`config.mk`:
```
export PLATFORM = sky130hd
export DESIGN_NAME = alu_shift_seq
export DESIGN_NICKNAME = d
export VERILOG_FILES = /design/src/rtl/alu_pkg.sv /design/src/rtl/shift_step.sv /design/src/rtl/alu_shift_seq.sv
export SDC_FILE = /design/constraint.sdc
export NUM_CORES = 1
export LEC_CHECK = 0
export ABC_CLOCK_PERIOD_IN_PS = 7000
export CAP_MARGIN = 10
export CORE_ASPECT_RATIO = 2
export CORE_MARGIN = 8
export CORE_UTILIZATION = 30
export CTS_BUF_LIST = sky130_fd_sc_hd__clkbuf_4
export CTS_CLUSTER_DIAMETER = 50
export DETAILED_ROUTE_END_ITERATION = 6
export GPL_TIMING_DRIVEN = 0
export PLACE_DENSITY = 0.51
export SLEW_MARGIN = 20
export SYNTH_ARGS = -nofsm -noshare
export SYNTH_HDL_FRONTEND = slang
export SYNTH_SLANG_ARGS = --single-unit
```
`constraint.sdc`:
```
create_clock -name clk -period 7 [get_ports clk]
set_input_delay 1.4 -clock clk [delete_from_list [all_inputs] [get_ports clk]]
set_output_delay 1.4 -clock clk [all_outputs]
set_load 0.01 [all_outputs]
```
`src/rtl/alu_pkg.sv`:
```
// rtl/alu_pkg.sv - shared encodings and widths for the ALU shift/rotate sequencer
package alu_pkg;

    localparam int DATA_W = 32;
    localparam int CNT_W  = 6;

    typedef enum logic [2:0] {
        OP_ROL  = 3'b000,
        OP_ROR  = 3'b001,
        OP_SHL  = 3'b010,
        OP_SHR  = 3'b011,
        OP_SHRA = 3'b100
    } op_e;

    typedef enum logic [1:0] {
        IDLE = 2'd0,
        RUN  = 2'd1,
        DONE = 2'd2
    } state_e;

    function automatic logic is_legal_op(input logic [2:0] op);
        return op <= OP_SHRA;
    endfunction

endpackage

```
`src/rtl/shift_step.sv`:
```
// rtl/shift_step.sv - combinational shifter/rotator for one step of up to MAX_STEP bits
module shift_step
    import alu_pkg::*;
#(
    parameter int MAX_STEP = 8
) (
    input  logic [2:0]                i_op,
    input  logic [DATA_W-1:0]         i_value,
    input  logic [$clog2(MAX_STEP):0] i_amt,
    input  logic                      i_fill,
    output logic [DATA_W-1:0]         o_value
);

    logic [CNT_W-1:0]  w_back;
    logic [DATA_W-1:0] w_fill_mask;

    // Rotates merge the two directional shifts; amt=0 makes the back shift 32, i.e. zero.
    assign w_back      = 6'd32 - CNT_W'(i_amt);
    assign w_fill_mask = ~({DATA_W{1'b1}} >> i_amt);

    always_comb begin
        o_value = i_value;
        case (i_op)
            OP_ROL:  o_value = (i_value << i_amt) | (i_value >> w_back);
            OP_ROR:  o_value = (i_value >> i_amt) | (i_value << w_back);
            OP_SHL:  o_value = i_value << i_amt;
            OP_SHR:  o_value = i_value >> i_amt;
            OP_SHRA: o_value = (i_value >> i_amt) | (i_fill ? w_fill_mask : '0);
            default: o_value = i_value;
        endcase
    end

endmodule

```
`src/rtl/alu_shift_seq.sv`:
```
// rtl/alu_shift_seq.sv - multi-cycle shift/rotate sequencer applying at most MAX_STEP bits per clock
module alu_shift_seq
    import alu_pkg::*;
#(
    parameter int MAX_STEP = 8
) (
    input  logic              clk,
    input  logic              rst,
    input  logic              start,
    input  logic [2:0]        op,
    input  logic [DATA_W-1:0] a,
    input  logic [DATA_W-1:0] b,
    output logic              busy,
    output logic              done,
    output logic              err,
    output logic [DATA_W-1:0] r
);

    localparam int               STEP_W   = $clog2(MAX_STEP) + 1;
    localparam logic [CNT_W-1:0] STEP_MAX = CNT_W'(MAX_STEP);

    state_e            r_state;
    logic [2:0]        r_op;
    logic [DATA_W-1:0] r_work;
    logic [CNT_W-1:0]  r_rem;
    logic              r_fill;
    logic              r_busy;
    logic              r_done;
    logic              r_err;
    logic [DATA_W-1:0] r_r;

    logic [CNT_W-1:0]  w_m;
    logic [STEP_W-1:0] w_amt;
    logic [DATA_W-1:0] w_shifted;

    // Rotates wrap modulo 32; shifts saturate at 32 so large counts fully clear or sign-fill.
    always_comb begin
        w_m = {1'b0, b[4:0]};
        if (op != OP_ROL && op != OP_ROR && (|b[DATA_W-1:5]))
            w_m = 6'd32;
    end

    assign w_amt = STEP_W'((r_rem > STEP_MAX) ? STEP_MAX : r_rem);

    shift_step #(
        .MAX_STEP (MAX_STEP)
    ) u_step (
        .i_op    (r_op),
        .i_value (r_work),
        .i_amt   (w_amt),
        .i_fill  (r_fill),
        .o_value (w_shifted)
    );

    always_ff @(posedge clk or posedge rst) begin
        if (rst) begin
            r_state <= IDLE;
            r_op    <= '0;
            r_work  <= '0;
            r_rem   <= '0;
            r_fill  <= 1'b0;
            r_busy  <= 1'b0;
            r_done  <= 1'b0;
            r_err   <= 1'b0;
            r_r     <= '0;
        end else begin
            r_done <= 1'b0;
            r_err  <= 1'b0;
            case (r_state)
                IDLE: begin
                    if (start) begin
                        r_op   <= op;
                        r_work <= a;
                        r_rem  <= w_m;
                        r_fill <= (op == OP_SHRA) & a[DATA_W-1];
                        r_busy <= 1'b1;
                        if (!is_legal_op(op) || w_m == '0) begin
                            r_r     <= a;
                            r_err   <= !is_legal_op(op);
                            r_done  <= 1'b1;
                            r_state <= DONE;
                        end else begin
                            r_state <= RUN;
                        end
                    end
                end
                RUN: begin
                    r_work <= w_shifted;
                    r_rem  <= r_rem - CNT_W'(w_amt);
                    if (r_rem <= STEP_MAX) begin
                        r_r     <= w_shifted;
                        r_done  <= 1'b1;
                        r_state <= DONE;
                    end
                end
                DONE: begin
                    r_busy  <= 1'b0;
                    r_state <= IDLE;
                end
                default: begin
                    r_busy  <= 1'b0;
                    r_state <= IDLE;
                end
            endcase
        end
    end

    assign busy = r_busy;
    assign done = r_done;
    assign err  = r_err;
    assign r    = r_r;

endmodule
```
==> metrics.log <==
[metrics] post-synthesis instance area: roughly 0.0093 mm²
[metrics] largest net degree at the start of global routing: 50
[metrics] global-route total usage across every layer: 0.3700
[metrics] mean post-synth cell area: just under 8 µm²
[metrics] wire length of the first global-routing pass: roughly 95000 µm
[metrics] largest family of logic cells by synthesized area: compound AO/OA/AOI/OAI gates
[metrics] post-placement setup slack: about 0.26 ns
[metrics] worst clock skew on the final layout: ~0.019 ns
[metrics] CTS sink count: 79
[metrics] Slowest-stage cell, CP: sky130_fd_sc_hd__o211ai_1
[metrics] largest stage delay on the critical path: approximately 0.6 ns
[metrics] setup repair after global routing missed its margin: false
[metrics] die outline height: between 200 and 300 µm
[metrics] max-slew violation count: 0
[metrics] net count of the mapped netlist: 1260
[metrics] count of flip-flops with a built-in enable after synthesis: 0
[metrics] Die ar.: roughly 0.037 mm²
[metrics] final setup TNS: 0 ns
[metrics] Final Hold Violating Endpoints: 0
[metrics] fraction of the mapped netlist area in compound gates: 0.2724
[metrics] number of antenna violations at the first check in global routing: 2
[metrics] number of setup violations in the final report: 0
[metrics] most frequently used flop master after synthesis: sky130_fd_sc_hd__dfrtp_1
[metrics] clock period minus worst slack: approximately 6.7 ns
[metrics] via count of the first global-routing pass: ~12000
[metrics] Boundary Pins: 105
[metrics] critical path capture point type: register
[metrics] ordered list of cells on the worst path: buf_2 -> nor4b_2 -> buf_6 -> inv_4 -> buf_6 -> buf_2 -> buf_2 -> buf_2 -> ha_1 -> inv_1 -> ha_1 -> inv_2 -> buf_1 -> clkbuf_2 -> mux4_2 -> mux2_2 -> o211ai_1 -> o21ai_1 -> o21ai_1
[metrics] drt first-iter violations: roughly 1500
[metrics] Achievable Freq: roughly 150 MHz
[metrics] xor-xnor portion of the synthesized cell area: 0.001886
[metrics] number of maximum-capacitance constraint violations: 0
[metrics] Final Cycle Share: 0.9617
[metrics] crit path launch type: register
[metrics] most prevalent standard cell on the critical path: sky130_fd_sc_hd__buf_2
[metrics] Adder-Cell Fraction of Synth Area: 0.006737
[metrics] nets@finish: 1378
[metrics] largest voltage drop on the vdd net: roughly 0.37 mV
[metrics] area overhead of the layout relative to synthesis: 18.55%
[metrics] fraction of the mapped netlist area in simple logic gates: 0.1921
[metrics] setup fix buffers added after clock tree synthesis: 0
[metrics] Cell variety after synth: 79
[metrics] routability congestion estimate: 1.067
[metrics] share of post-route cells with drive strength above 1: 0.09786
[metrics] FFs w/ async S/R, synth: 1.000
[metrics] total number of yosys warnings: 0
[metrics] overflow left after global routing: 0
[metrics] clock-pin slew on the worst setup and hold paths: ~0.15 ns
[metrics] cell count after placement: about 1700
[metrics] Seq/Total Area, Yosys: 0.2129
[metrics] aggregate routed wire length: between 60000 and 70000 µm
[metrics] critical path class: register to register
[metrics] Placement Rows: between 90 and 100
[metrics] clock tree from TritonCTS: done
[metrics] Syn Inst Count: 1185
[metrics] H-tree levels: 3
[metrics] source-to-sink clock delay at the later pin of the worst-skew pair: 0.48 ns
[metrics] status: completed
[metrics] required time of the worst setup path: 7.39 ns
[metrics] Slew @ Worst Pin: about 1.2 ns
[metrics] peak fanout along the critical path: 10
[metrics] post-detailed-placement half-perimeter wirelength: approximately 55000 µm
[metrics] proportion of synthesized area in mux cells: 0.2429
[metrics] cell type group with the largest total delay on the critical path: buffers and inverters
[metrics] Worst Slack Setup Final: around 0.27 ns
[metrics] fin cells: 1681
[metrics] worst hold path type: register to register
[metrics] count of input and output buffers: 104
[metrics] standard cell core area: slightly above 0.03 mm²
[metrics] static leakage power: roughly 4.3 nW
[metrics] data arrival time of the worst path: 7.13 ns
[metrics] total number of vias: approximately 12000
[metrics] Max transition margin: 0.1639
[metrics] effective utilization at floorplan: 0.3032
[metrics] post-detailed-route wirelength per cell: roughly 41 µm
[metrics] number of remaining DRC errors: 0
[metrics] via count normalized by instance count: 6.936
[metrics] count of state elements after synthesis: 79
[metrics] Clk Tree Root Cell: sky130_fd_sc_hd__clkbuf_4
[metrics] number of buffers created by CTS: 9
[metrics] Power Dens Cells: between 600 and 700 mW/mm²
[metrics] router iterations before antenna repair: 5
[metrics] Max Root-Sink Buffers: 2
[metrics] quantity of hold-fixing buffers added after cts: 0
[metrics] remaining antenna violation count after routing: 0
[metrics] sum of buffers and inverters on the critical path: 11
[metrics] Die Wd: approximately 140 µm
==> state kept, by name, indices dropped and copies added (netlist names) <==
signal	cells
busy	1
done	1
r_state	2
r	32
r_work	32
r_rem	6
err	1
r_op	3
r_fill	1
==> cell families (layout without fill, tap and decap cells) <==
| logic type | count (synthesis) | count (layout) |
|---|---|---|
| xor+xnor | 2 | 2 |
| flops | 79 | 79 |
| other cells | 1 | 2 |
| fa+ha+maj | 5 | 5 |
| mux | 191 | 191 |
| compound gates | 371 | 371 |
| simple gates | 385 | 385 |
| buf+inv | 151 | 274 |
==> Yosys cell counts, drive strengths merged (16+ instances only) <==
| master | count | area, µm² |
|---|---|---|
| dfrtp | 79 | 1977 |
| clkbuf | 87 | 326.6 |
| buf | 47 | 262.8 |
| mux4 | 26 | 585.6 |
| o21ai | 65 | 325.3 |
| nand2 | 145 | 544.3 |
| o22ai | 22 | 137.6 |
| nor2 | 109 | 419.2 |
| a211oi | 23 | 172.7 |
| mux2i | 150 | 1501 |
| o211ai | 22 | 165.2 |
| nor4 | 17 | 133.9 |
| nor3 | 36 | 180.2 |
| a21oi | 70 | 350.3 |
| inv | 16 | 62.57 |
| a31oi | 36 | 225.2 |
| nand3 | 28 | 140.1 |
==> tightest hold or removal path, delay by kind of cell (launching register included) <==
kind,cells,cell delay [ns]
AND/OR/NAND/NOR,1,0.05
AO/OA/AOI/OAI,1,0.06
flip-flops,1,0.38
==> worst paths after layout <==
kind                                 startpoint                     to  slack [ns]  cells past startpoint
max                        r_rem[0]$_DFFE_PP0P_       r[1]$_DFFE_PP0P_        0.27                     19
min                           r[28]$_DFFE_PP0P_      r[28]$_DFFE_PP0P_        0.51                      2
max reg2reg                r_rem[0]$_DFFE_PP0P_       r[1]$_DFFE_PP0P_        0.27                     19
min reg2reg                   r[28]$_DFFE_PP0P_      r[28]$_DFFE_PP0P_        0.51                      2
max in group asynchronous                   rst  r_work[6]$_DFFE_PP0P_        5.12                      3
min in group asynchronous                   rst   r_rem[0]$_DFFE_PP0P_        1.26                      2
==> cells in the final DEF (no fill, tap or decap), types with 5 or more instances in the layout <==
cell,synthesis,routed
sky130_fd_sc_hd__a211o_1,5,5
sky130_fd_sc_hd__a211oi_1,23,23
sky130_fd_sc_hd__a21oi_1,70,70
sky130_fd_sc_hd__a221oi_1,9,9
sky130_fd_sc_hd__a22o_1,10,10
sky130_fd_sc_hd__a22oi_1,12,12
sky130_fd_sc_hd__a31oi_1,36,36
sky130_fd_sc_hd__a32oi_1,11,11
sky130_fd_sc_hd__and3_1,6,6
sky130_fd_sc_hd__buf_1,11,11
sky130_fd_sc_hd__buf_2,27,27
sky130_fd_sc_hd__buf_4,4,5
sky130_fd_sc_hd__buf_6,5,6
sky130_fd_sc_hd__clkbuf_1,87,85
sky130_fd_sc_hd__clkbuf_4,0,9
sky130_fd_sc_hd__clkdlybuf4s50_1,0,104
sky130_fd_sc_hd__dfrtp_1,79,79
sky130_fd_sc_hd__ha_1,5,5
sky130_fd_sc_hd__inv_1,13,12
sky130_fd_sc_hd__mux2_2,15,15
sky130_fd_sc_hd__mux2i_1,150,149
sky130_fd_sc_hd__mux4_2,26,26
sky130_fd_sc_hd__nand2_1,145,145
sky130_fd_sc_hd__nand2b_1,8,8
sky130_fd_sc_hd__nand3_1,28,28
sky130_fd_sc_hd__nand4_1,6,6
sky130_fd_sc_hd__nor2_1,107,107
sky130_fd_sc_hd__nor2b_1,11,11
sky130_fd_sc_hd__nor3_1,36,36
sky130_fd_sc_hd__nor4_1,14,14
sky130_fd_sc_hd__o2111ai_1,7,7
sky130_fd_sc_hd__o211a_1,5,5
sky130_fd_sc_hd__o211ai_1,22,22
sky130_fd_sc_hd__o21ai_0,60,60
sky130_fd_sc_hd__o21ai_1,5,5
sky130_fd_sc_hd__o221a_2,5,5
sky130_fd_sc_hd__o221ai_1,12,12
sky130_fd_sc_hd__o22ai_1,22,22
sky130_fd_sc_hd__o31ai_1,15,14
==> final cells by class <==
| type | count | area [µm²] |
|---|---|---|
| buffer | 134 | 591.8 |
| clock buffer | 9 | 67.56 |
| antenna | 1 | 2.502 |
| timing repair buffer | 107 | 1087 |
| tap | 372 | 465.4 |
| inverter | 17 | 68.82 |
| multi-input combinational | 955 | 6678 |
| clock inverter | 7 | 71.32 |
| fill | 3271 | 19620 |
| sequential | 79 | 1977 |
==> report_power, final <==
part / internal (mW) / switching, mW / total (mW)
Combinational: 1.84 / 4.32 / 6.16
Clock: 0.109 / 0.184 / 0.293
Sequential: 0.687 / 0.229 / 0.916
==> metrics by stage <==
step                      hold WS, ns    util  instance area [µm²]  power (mW)
final                          0.5118  0.3595                11010       7.371
after global routing           0.5313  0.3595                11010       7.520
after CTS                      0.5094  0.3586                10980       7.039
after detailed placement       0.4661  0.3541                10850       6.718
after global placement         0.4732  0.3524                10790       6.791
after floorplan                0.4750       -                 9286       4.093
==> repair_timing <==
action | CTS | global route
endpoints found under the hold margin | 0 | 0
endpoints found under the setup margin | 0 | 2
resized for setup | 0 | 2
==> per-layer routing <==
layer,share of wire,routed length (µm),vias up,global-route usage
li1,-,-,4731,-
met1,0.34,23400,5711,0.3803
met2,0.47,32560,872,0.6064
met3,0.076,5280,345,0.07477
met4,0.12,8483,0,0.3775
met5,0,0,-,0.001348
Power figures use the tool's default switching activity.
